## config.mk

```make
export PLATFORM = sky130hd
export DESIGN_NAME = rv32_ifetch_queue_flat
export DESIGN_NICKNAME = d
export VERILOG_FILES = /design/src/rtl/rv32_ifetch_queue_if.sv /design/src/rtl/rv32_ifetch_queue.sv /design/src/flat_wrapper.sv
export SDC_FILE = /design/constraint.sdc
export NUM_CORES = 1
export LEC_CHECK = 0
export BUFFER_PORTS_ARGS = -buffer_cell sky130_fd_sc_hd__buf_2
export CAP_MARGIN = 30
export CORE_ASPECT_RATIO = 0.6
export CORE_UTILIZATION = 34
export DETAILED_ROUTE_END_ITERATION = 10
export PLACE_DENSITY = 0.62
export SYNTH_ARGS = -nofsm -noshare
export SYNTH_HDL_FRONTEND = slang
export SYNTH_SLANG_ARGS = --single-unit
export TNS_END_PERCENT = 100
```

## constraint.sdc

```tcl
create_clock -name clk -period 6.8 [get_ports clk]
set_input_delay 0.34 -clock clk [delete_from_list [all_inputs] [get_ports clk]]
set_output_delay 0.34 -clock clk [all_outputs]
set_load 0.005 [all_outputs]
```

## src/rtl/rv32_ifetch_queue_if.sv

```systemverilog
// Fetch-unit bundle: memory request/response, pipeline redirect and decode-side queue head.
// The fetch unit is the master; the memory/pipeline environment is the slave.
interface rv32_ifetch_queue_if;
    logic        mem_req_valid;
    logic        mem_req_ready;
    logic [31:0] mem_req_addr;
    logic        mem_rsp_valid;
    logic [31:0] mem_rsp_data;
    logic        redirect_valid;
    logic [31:0] redirect_pc;
    logic        instr_valid;
    logic        instr_ready;
    logic [31:0] instr;
    logic [31:0] instr_pc;

    modport master (
        output mem_req_valid, mem_req_addr, instr_valid, instr, instr_pc,
        input  mem_req_ready, mem_rsp_valid, mem_rsp_data, redirect_valid, redirect_pc, instr_ready
    );

    modport slave (
        input  mem_req_valid, mem_req_addr, instr_valid, instr, instr_pc,
        output mem_req_ready, mem_rsp_valid, mem_rsp_data, redirect_valid, redirect_pc, instr_ready
    );
endinterface

```

## src/rtl/rv32_ifetch_queue.sv

```systemverilog
// RV32 instruction fetch unit: credit-limited sequential fetch into a {pc, word} queue,
// with redirect flushing that drops responses still in flight from the old path.
module rv32_ifetch_queue #(
    parameter logic [31:0] RESET_PC = 32'h0000_0000,
    parameter int unsigned DEPTH    = 4
) (
    input logic                 clk,
    input logic                 rst,
    rv32_ifetch_queue_if.master bus
);
    localparam int unsigned PW  = $clog2(DEPTH);
    localparam int unsigned CW  = $clog2(DEPTH + 1);
    localparam logic [31:0] PC0 = RESET_PC & 32'hFFFF_FFFC;

    typedef enum logic {FETCH, FLUSH} state_e;

    state_e        state_q, state_d;
    logic [31:0]   pc_q, pc_d;
    logic [31:0]   fifo_pc   [DEPTH];
    logic [31:0]   fifo_word [DEPTH];
    logic [PW-1:0] rd_q, rd_d, wr_q, wr_d;
    logic [CW-1:0] cnt_q, cnt_d, cnt_after_pop;
    logic [CW-1:0] outst_q, outst_d, drop_q, drop_d;
    logic          instr_valid_q, instr_valid_d;
    logic [31:0]   instr_q, instr_d, instr_pc_q, instr_pc_d;

    logic          req_valid, req_acc, rsp_hit, push, pop;
    logic [31:0]   rsp_pc;
    logic [CW:0]   credits_used;

    // Requests are sequential, so the oldest outstanding PC is derived from the current PC.
    assign credits_used = {1'b0, outst_q} + {1'b0, cnt_q};
    assign req_valid    = !rst && (state_q == FETCH) && !bus.redirect_valid
                          && (credits_used < (CW+1)'(DEPTH));
    assign req_acc      = req_valid && bus.mem_req_ready;
    assign rsp_hit      = bus.mem_rsp_valid && (outst_q != '0);
    assign rsp_pc       = pc_q - 32'({outst_q, 2'b00});
    assign push         = (state_q == FETCH) && rsp_hit && !bus.redirect_valid;
    assign pop          = instr_valid_q && bus.instr_ready && !bus.redirect_valid;

    always_comb begin
        state_d       = state_q;
        pc_d          = pc_q;
        rd_d          = rd_q;
        wr_d          = wr_q;
        outst_d       = outst_q;
        drop_d        = drop_q;
        instr_d       = instr_q;
        instr_pc_d    = instr_pc_q;
        cnt_after_pop = cnt_q - CW'(pop);
        cnt_d         = cnt_after_pop + CW'(push);

        if (req_acc) begin
            pc_d    = pc_q + 32'd4;
            outst_d = outst_q + CW'(1);
        end
        if (rsp_hit) outst_d = outst_d - CW'(1);
        if (push)    wr_d = wr_q + PW'(1);
        if (pop)     rd_d = rd_q + PW'(1);

        // Head registers follow the next head: bypass the push when the queue drains to it.
        if (cnt_after_pop == '0) begin
            if (push) begin
                instr_d    = bus.mem_rsp_data;
                instr_pc_d = rsp_pc;
            end
        end else begin
            instr_d    = fifo_word[rd_d];
            instr_pc_d = fifo_pc[rd_d];
        end

        unique case (state_q)
            FETCH: begin
                if (bus.redirect_valid) begin
                    drop_d  = outst_d;
                    state_d = (outst_d != '0) ? FLUSH : FETCH;
                end
            end
            FLUSH: begin
                if (rsp_hit) drop_d = drop_q - CW'(1);
                if (drop_d == '0) state_d = FETCH;
            end
        endcase

        if (bus.redirect_valid) begin
            pc_d  = bus.redirect_pc & 32'hFFFF_FFFC;
            rd_d  = '0;
            wr_d  = '0;
            cnt_d = '0;
        end
        instr_valid_d = (cnt_d != '0);
    end

    always_ff @(posedge clk or posedge rst) begin
        if (rst) begin
            state_q       <= FETCH;
            pc_q          <= PC0;
            rd_q          <= '0;
            wr_q          <= '0;
            cnt_q         <= '0;
            outst_q       <= '0;
            drop_q        <= '0;
            instr_valid_q <= 1'b0;
            instr_q       <= '0;
            instr_pc_q    <= '0;
        end else begin
            state_q       <= state_d;
            pc_q          <= pc_d;
            rd_q          <= rd_d;
            wr_q          <= wr_d;
            cnt_q         <= cnt_d;
            outst_q       <= outst_d;
            drop_q        <= drop_d;
            instr_valid_q <= instr_valid_d;
            instr_q       <= instr_d;
            instr_pc_q    <= instr_pc_d;
        end
    end

    // Queue storage needs no reset; occupancy is tracked by cnt_q.
    always_ff @(posedge clk) begin
        if (push) begin
            fifo_pc[wr_q]   <= rsp_pc;
            fifo_word[wr_q] <= bus.mem_rsp_data;
        end
    end

    assign bus.mem_req_valid = req_valid;
    assign bus.mem_req_addr  = pc_q;
    assign bus.instr_valid   = instr_valid_q;
    assign bus.instr         = instr_q;
    assign bus.instr_pc      = instr_pc_q;
endmodule

```

## src/flat_wrapper.sv

```systemverilog
// flat-port wrapper written by rule: the top's interface ports become plain ports
module rv32_ifetch_queue_flat 
#(
    parameter logic [31:0] RESET_PC = 32'h0000_0000,
    parameter int unsigned DEPTH    = 4
)
  (clk, rst, bus_mem_req_valid, bus_mem_req_addr, bus_instr_valid, bus_instr, bus_instr_pc, bus_mem_req_ready, bus_mem_rsp_valid, bus_mem_rsp_data, bus_redirect_valid, bus_redirect_pc, bus_instr_ready);
  rv32_ifetch_queue_if bus_i ();
  input logic clk;
  input logic rst;
  output wire logic [$bits(bus_i.mem_req_valid)-1:0] bus_mem_req_valid;
  output wire logic [$bits(bus_i.mem_req_addr)-1:0] bus_mem_req_addr;
  output wire logic [$bits(bus_i.instr_valid)-1:0] bus_instr_valid;
  output wire logic [$bits(bus_i.instr)-1:0] bus_instr;
  output wire logic [$bits(bus_i.instr_pc)-1:0] bus_instr_pc;
  input wire logic [$bits(bus_i.mem_req_ready)-1:0] bus_mem_req_ready;
  input wire logic [$bits(bus_i.mem_rsp_valid)-1:0] bus_mem_rsp_valid;
  input wire logic [$bits(bus_i.mem_rsp_data)-1:0] bus_mem_rsp_data;
  input wire logic [$bits(bus_i.redirect_valid)-1:0] bus_redirect_valid;
  input wire logic [$bits(bus_i.redirect_pc)-1:0] bus_redirect_pc;
  input wire logic [$bits(bus_i.instr_ready)-1:0] bus_instr_ready;
  assign bus_mem_req_valid = bus_i.mem_req_valid;
  assign bus_mem_req_addr = bus_i.mem_req_addr;
  assign bus_instr_valid = bus_i.instr_valid;
  assign bus_instr = bus_i.instr;
  assign bus_instr_pc = bus_i.instr_pc;
  assign bus_i.mem_req_ready = bus_mem_req_ready;
  assign bus_i.mem_rsp_valid = bus_mem_rsp_valid;
  assign bus_i.mem_rsp_data = bus_mem_rsp_data;
  assign bus_i.redirect_valid = bus_redirect_valid;
  assign bus_i.redirect_pc = bus_redirect_pc;
  assign bus_i.instr_ready = bus_instr_ready;
  rv32_ifetch_queue #(.RESET_PC(RESET_PC), .DEPTH(DEPTH)) u_core (.clk(clk), .rst(rst), .bus(bus_i));
endmodule
```

==> flow_metrics.py <==
metrics = {
    "outcome": {
        "status": "complete, no violations",
    },
    "critical_path": {
        "path_delay_family": "buffers and inverters",
        "critPathSlowestCell": "and2_2",
        "crit_path_end": "u_core.fifo_word[0][14]$_DFFE_PP_",
        "cp_max_fo": 44,
        "worstPathRequired_ps": 6950,
        "cp_common_cell": "buf_4",
        "worstSetupStartpointType": "flop",
        "r2r_setup_slack_ps": 3020,
        "reg2reg_depth": 8,
        "crit_buf_inv": 4,
        "timing.rr.end": "u_core.fifo_word[0][14]$_DFFE_PP_",
        "endpoint_kind": "flop",
        "crit_chain": "inv_1 > ha_1 > nand2b_1 > nand3_2 > buf_4 > inv_2 > and2_2 > buf_4",
        "cp_num_cells": 8,
        "worstReg2RegStart": "u_core.outst_q[0]$_DFF_PP0_",
        "critPathArrivalTime_ps": 3930,
        "critPathMaxStageDelay_ps": 720,
        "crit_start": "u_core.outst_q[0]$_DFF_PP0_",
        "crit_type": "reg -> reg",
    },
    "route": {
        "drt_iter0_markers": 896,
        "wirelength_um": 40900,
        "ant_nets": 0,
        "drtPass1Iterations": 4,
        "viasPerCell": 5.23,
        "vias": 10700,
        "routedWlPerCell_um": 20.0,
        "drc_errors": 0,
    },
    "sta": {
        "fin_crit_sh_pct": 55.5,
        "final.setup.tns_ps": 0,
        "fin_crit_ps": 3780,
        "max_freq_ghz": 0.265,
        "worst_pin_slew_ps": 996,
        "finalSetupViolations": 0,
        "slew_viol_final": 0,
        "hold_viol": 0,
        "finClkSkew_ps": 21.7,
        "slew_headroom_pct": 33.4,
        "rsz0062_at_grt": "no",
    },
    "min_path": {
        "hp-class": "in -> reg",
        "worstHoldPathCells": 3,
    },
    "synthesis": {
        "synth-simple-area-share_pct": 12.5,
        "yosysWarnings": 0,
        "ys_seq_elements": 355,
        "async_flop_share_pct": 30.1,
        "synth_top_family_by_area": "simple AND/OR/NAND/NOR gates",
        "synthTopCellsByArea": "edfxtp_1 (47%), dfrtp_1 (17%), nand2_1 (5.3%), mux2i_1 (4.8%), a32o_1 (2.1%)",
        "synth_top_area_cell": "edfxtp_1",
        "seq_area_frac_synth_pct": 63.6,
        "yosys.area_share.adder_pct": 1.54,
        "synth_edf_count": 248,
        "synthesis.area_um2": 15900,
        "synthFlopType": "edfxtp_1",
        "synth-xor-area-share_pct": 2.34,
        "netlist_instances": 1252,
        "synth_cell_types": 74,
        "synth.avg_cell_area_um2": 12.7,
        "synth_compound_area_share_pct": 10.1,
        "synth.area.mux_share_pct": 6.61,
        "yosysTopAreaCellShare_pct": 46.8,
    },
    "global_route": {
        "antenna_found_initial": 0,
        "grt_max_degree": 70,
        "grt_usage_pct": 17.0,
        "grt_pass1_wl_um": 62900,
        "overflow": 0,
        "grt_pass1_vias": 10400,
    },
    "place": {
        "placed_cells": 1969,
        "gp_congestion": 0.845,
        "hpwl_um": 25000,
        "io_buffers": 161,
        "place_area_um2": 17400,
    },
    "clock_network": {
        "cts_buffer_depth": 3,
        "ctsHoldBuffers": 7,
        "clk-insertion-delay-late_ps": 540,
        "cts_sinks": 355,
        "cts_buffers": 37,
        "cts_tree": "yes",
        "post_cts_buffers": 0,
        "post_cts_resized": 0,
        "cts.root.buffer_cell": "clkbuf_16",
        "clk_pin_slew_worst_paths_ps": 70,
        "cts_htree_levels": 2,
    },
    "finish": {
        "layout.nets": 1487,
        "layout-drive-gt1-share_pct": 21.2,
        "finalInstanceArea_um2": 18900,
        "antenna_cells": 0,
        "final_cells": 2047,
        "syn_to_final_growth_pct": 19.0,
        "utilization_pct": 41.6,
    },
    "floorplan": {
        "coreArea_um2": 45500,
        "pin_count": 168,
        "rows": 60,
        "chipWidth_um": 281,
        "initial_core_util_pct": 35.0,
        "dieArea_um2": 47700,
        "fp.dieH_um": 170,
    },
    "pwr": {
        "p_per_area_nw_per_um2": 379,
        "p_leak_nw": 7.41,
        "peakVddDrop_mv": 0.170,
    },
    "run": {
        "maxCapViolations": 0,
    },
}
[stage by stage]
stage | power (mW) | worst slack (ps) | hold slack, ps
after floorplan | 4.12 | 3250 | 439
after global placement | 4.82 | 2520 | 526
after detailed placement | 4.88 | 2840 | 526
after CTS | 7.25 | 2820 | 3.44
after global routing | 7.57 | 2760 | 11.8
final | 7.18 | 3020 | 26.3
[cell usage in the layout, fill, tap and decap left out, types with 10 or more instances in the layout]
| master | n |
|---|---|
| a21oi_1 | 23 |
| a31oi_1 | 37 |
| a32o_1 | 34 |
| and3_1 | 10 |
| buf_2 | 161 |
| buf_4 | 18 |
| bufinv_16 | 10 |
| clkbuf_16 | 38 |
| dfrtp_1 | 107 |
| edfxtp_1 | 248 |
| ha_1 | 18 |
| inv_1 | 23 |
| mux2_2 | 19 |
| mux2i_1 | 77 |
| nand2_1 | 224 |
| nand2b_1 | 11 |
| nand3_1 | 18 |
| nand4_1 | 10 |
| nor2_1 | 36 |
| nor3_1 | 13 |
| nor4_1 | 14 |
| o21ai_0 | 59 |
| o21ai_1 | 10 |
| xnor2_1 | 19 |
| xor2_1 | 15 |
[state kept, by name, summed over array words and instances, names as in the netlist]
register / flops
u_core.bus.instr: 32
u_core.bus.instr_valid: 1
u_core.fifo_word: 128
u_core.fifo_pc: 120
u_core.outst_q: 3
u_core.state_q: 1
u_core.cnt_q: 3
u_core.bus.instr_pc: 30
u_core.wr_q: 2
u_core.rd_q: 2
u_core.bus.mem_req_addr: 30
u_core.drop_q: 3
[cells in the mapped netlist, drive strengths merged, types with 9 or more instances]
cell type / n
edfxtp: 248
nand2: 224
dfrtp: 107
mux2i: 77
o21ai: 69
clkbuf: 52
buf: 38
a31oi: 37
nor2: 37
a32o: 34
nor4: 25
inv: 24
a21oi: 23
xnor2: 20
mux2: 19
nand3: 19
ha: 18
xor2: 17
nor3: 13
and3: 11
nand2b: 11
nand4: 11
and2: 9
[how the worst min path moves through the flow]
stage                                startpoint                                       to
6_report                    bus_redirect_pc[10]  u_core.bus.mem_req_addr[10]$_DFFE_PP0N_
5_1_grt                    bus_mem_rsp_data[18]        u_core.fifo_word[1][18]$_DFFE_PP_
4_1_cts                      bus_redirect_pc[9]   u_core.bus.mem_req_addr[9]$_DFFE_PP0N_
3_5_place_dp    u_core.bus.instr[6]$_DFFE_PP0P_          u_core.bus.instr[6]$_DFFE_PP0P_
3_3_place_gp   u_core.bus.instr[26]$_DFFE_PP0P_         u_core.bus.instr[26]$_DFFE_PP0P_
2_1_floorplan               bus_mem_rsp_data[0]         u_core.fifo_word[0][0]$_DFFE_PP_
[tightest hold or removal path, stage by stage]
cell and delay [ps]:
buf_2 80, nand2_1 40, o21ai_0 60
[cells by family (layout without fill, tap and decap cells)]
group           count (synthesis)  in the layout
simple gates                  394            394
mux                            99             99
flops                         355            355
compound gates                230            230
fa+ha+maj                      19             19
buf+inv                       116            288
other cells                     1              4
xor+xnor                       38             38
[layer usage]
layer / wire (µm) / global-route usage (%) / up-vias
li1: - / - / 4956
met1: 19600 / 24.8 / 5378
met2: 18300 / 26.2 / 325
met3: 2300 / 3.11 / 44
met4: 715 / 3.95 / 0
met5: 0 / 0 / -
[cell type report]
| class | instances | area (µm²) |
|---|---|---|
| clock buffer | 46 | 1010 |
| multi-input combinational | 784 | 5330 |
| fill | 4262 | 26600 |
| inverter | 26 | 100 |
| clock inverter | 22 | 408 |
| sequential | 355 | 10100 |
| timing repair buffer | 194 | 1190 |
| tap | 620 | 776 |
[report_power, final]
group / switching [mW] / internal, mW
Clock: 0.888 / 1.45
Combinational: 1.17 / 0.757
Sequential: 0.218 / 2.69
Total: 2.28 / 4.90
(Power assumes the default switching activity.)
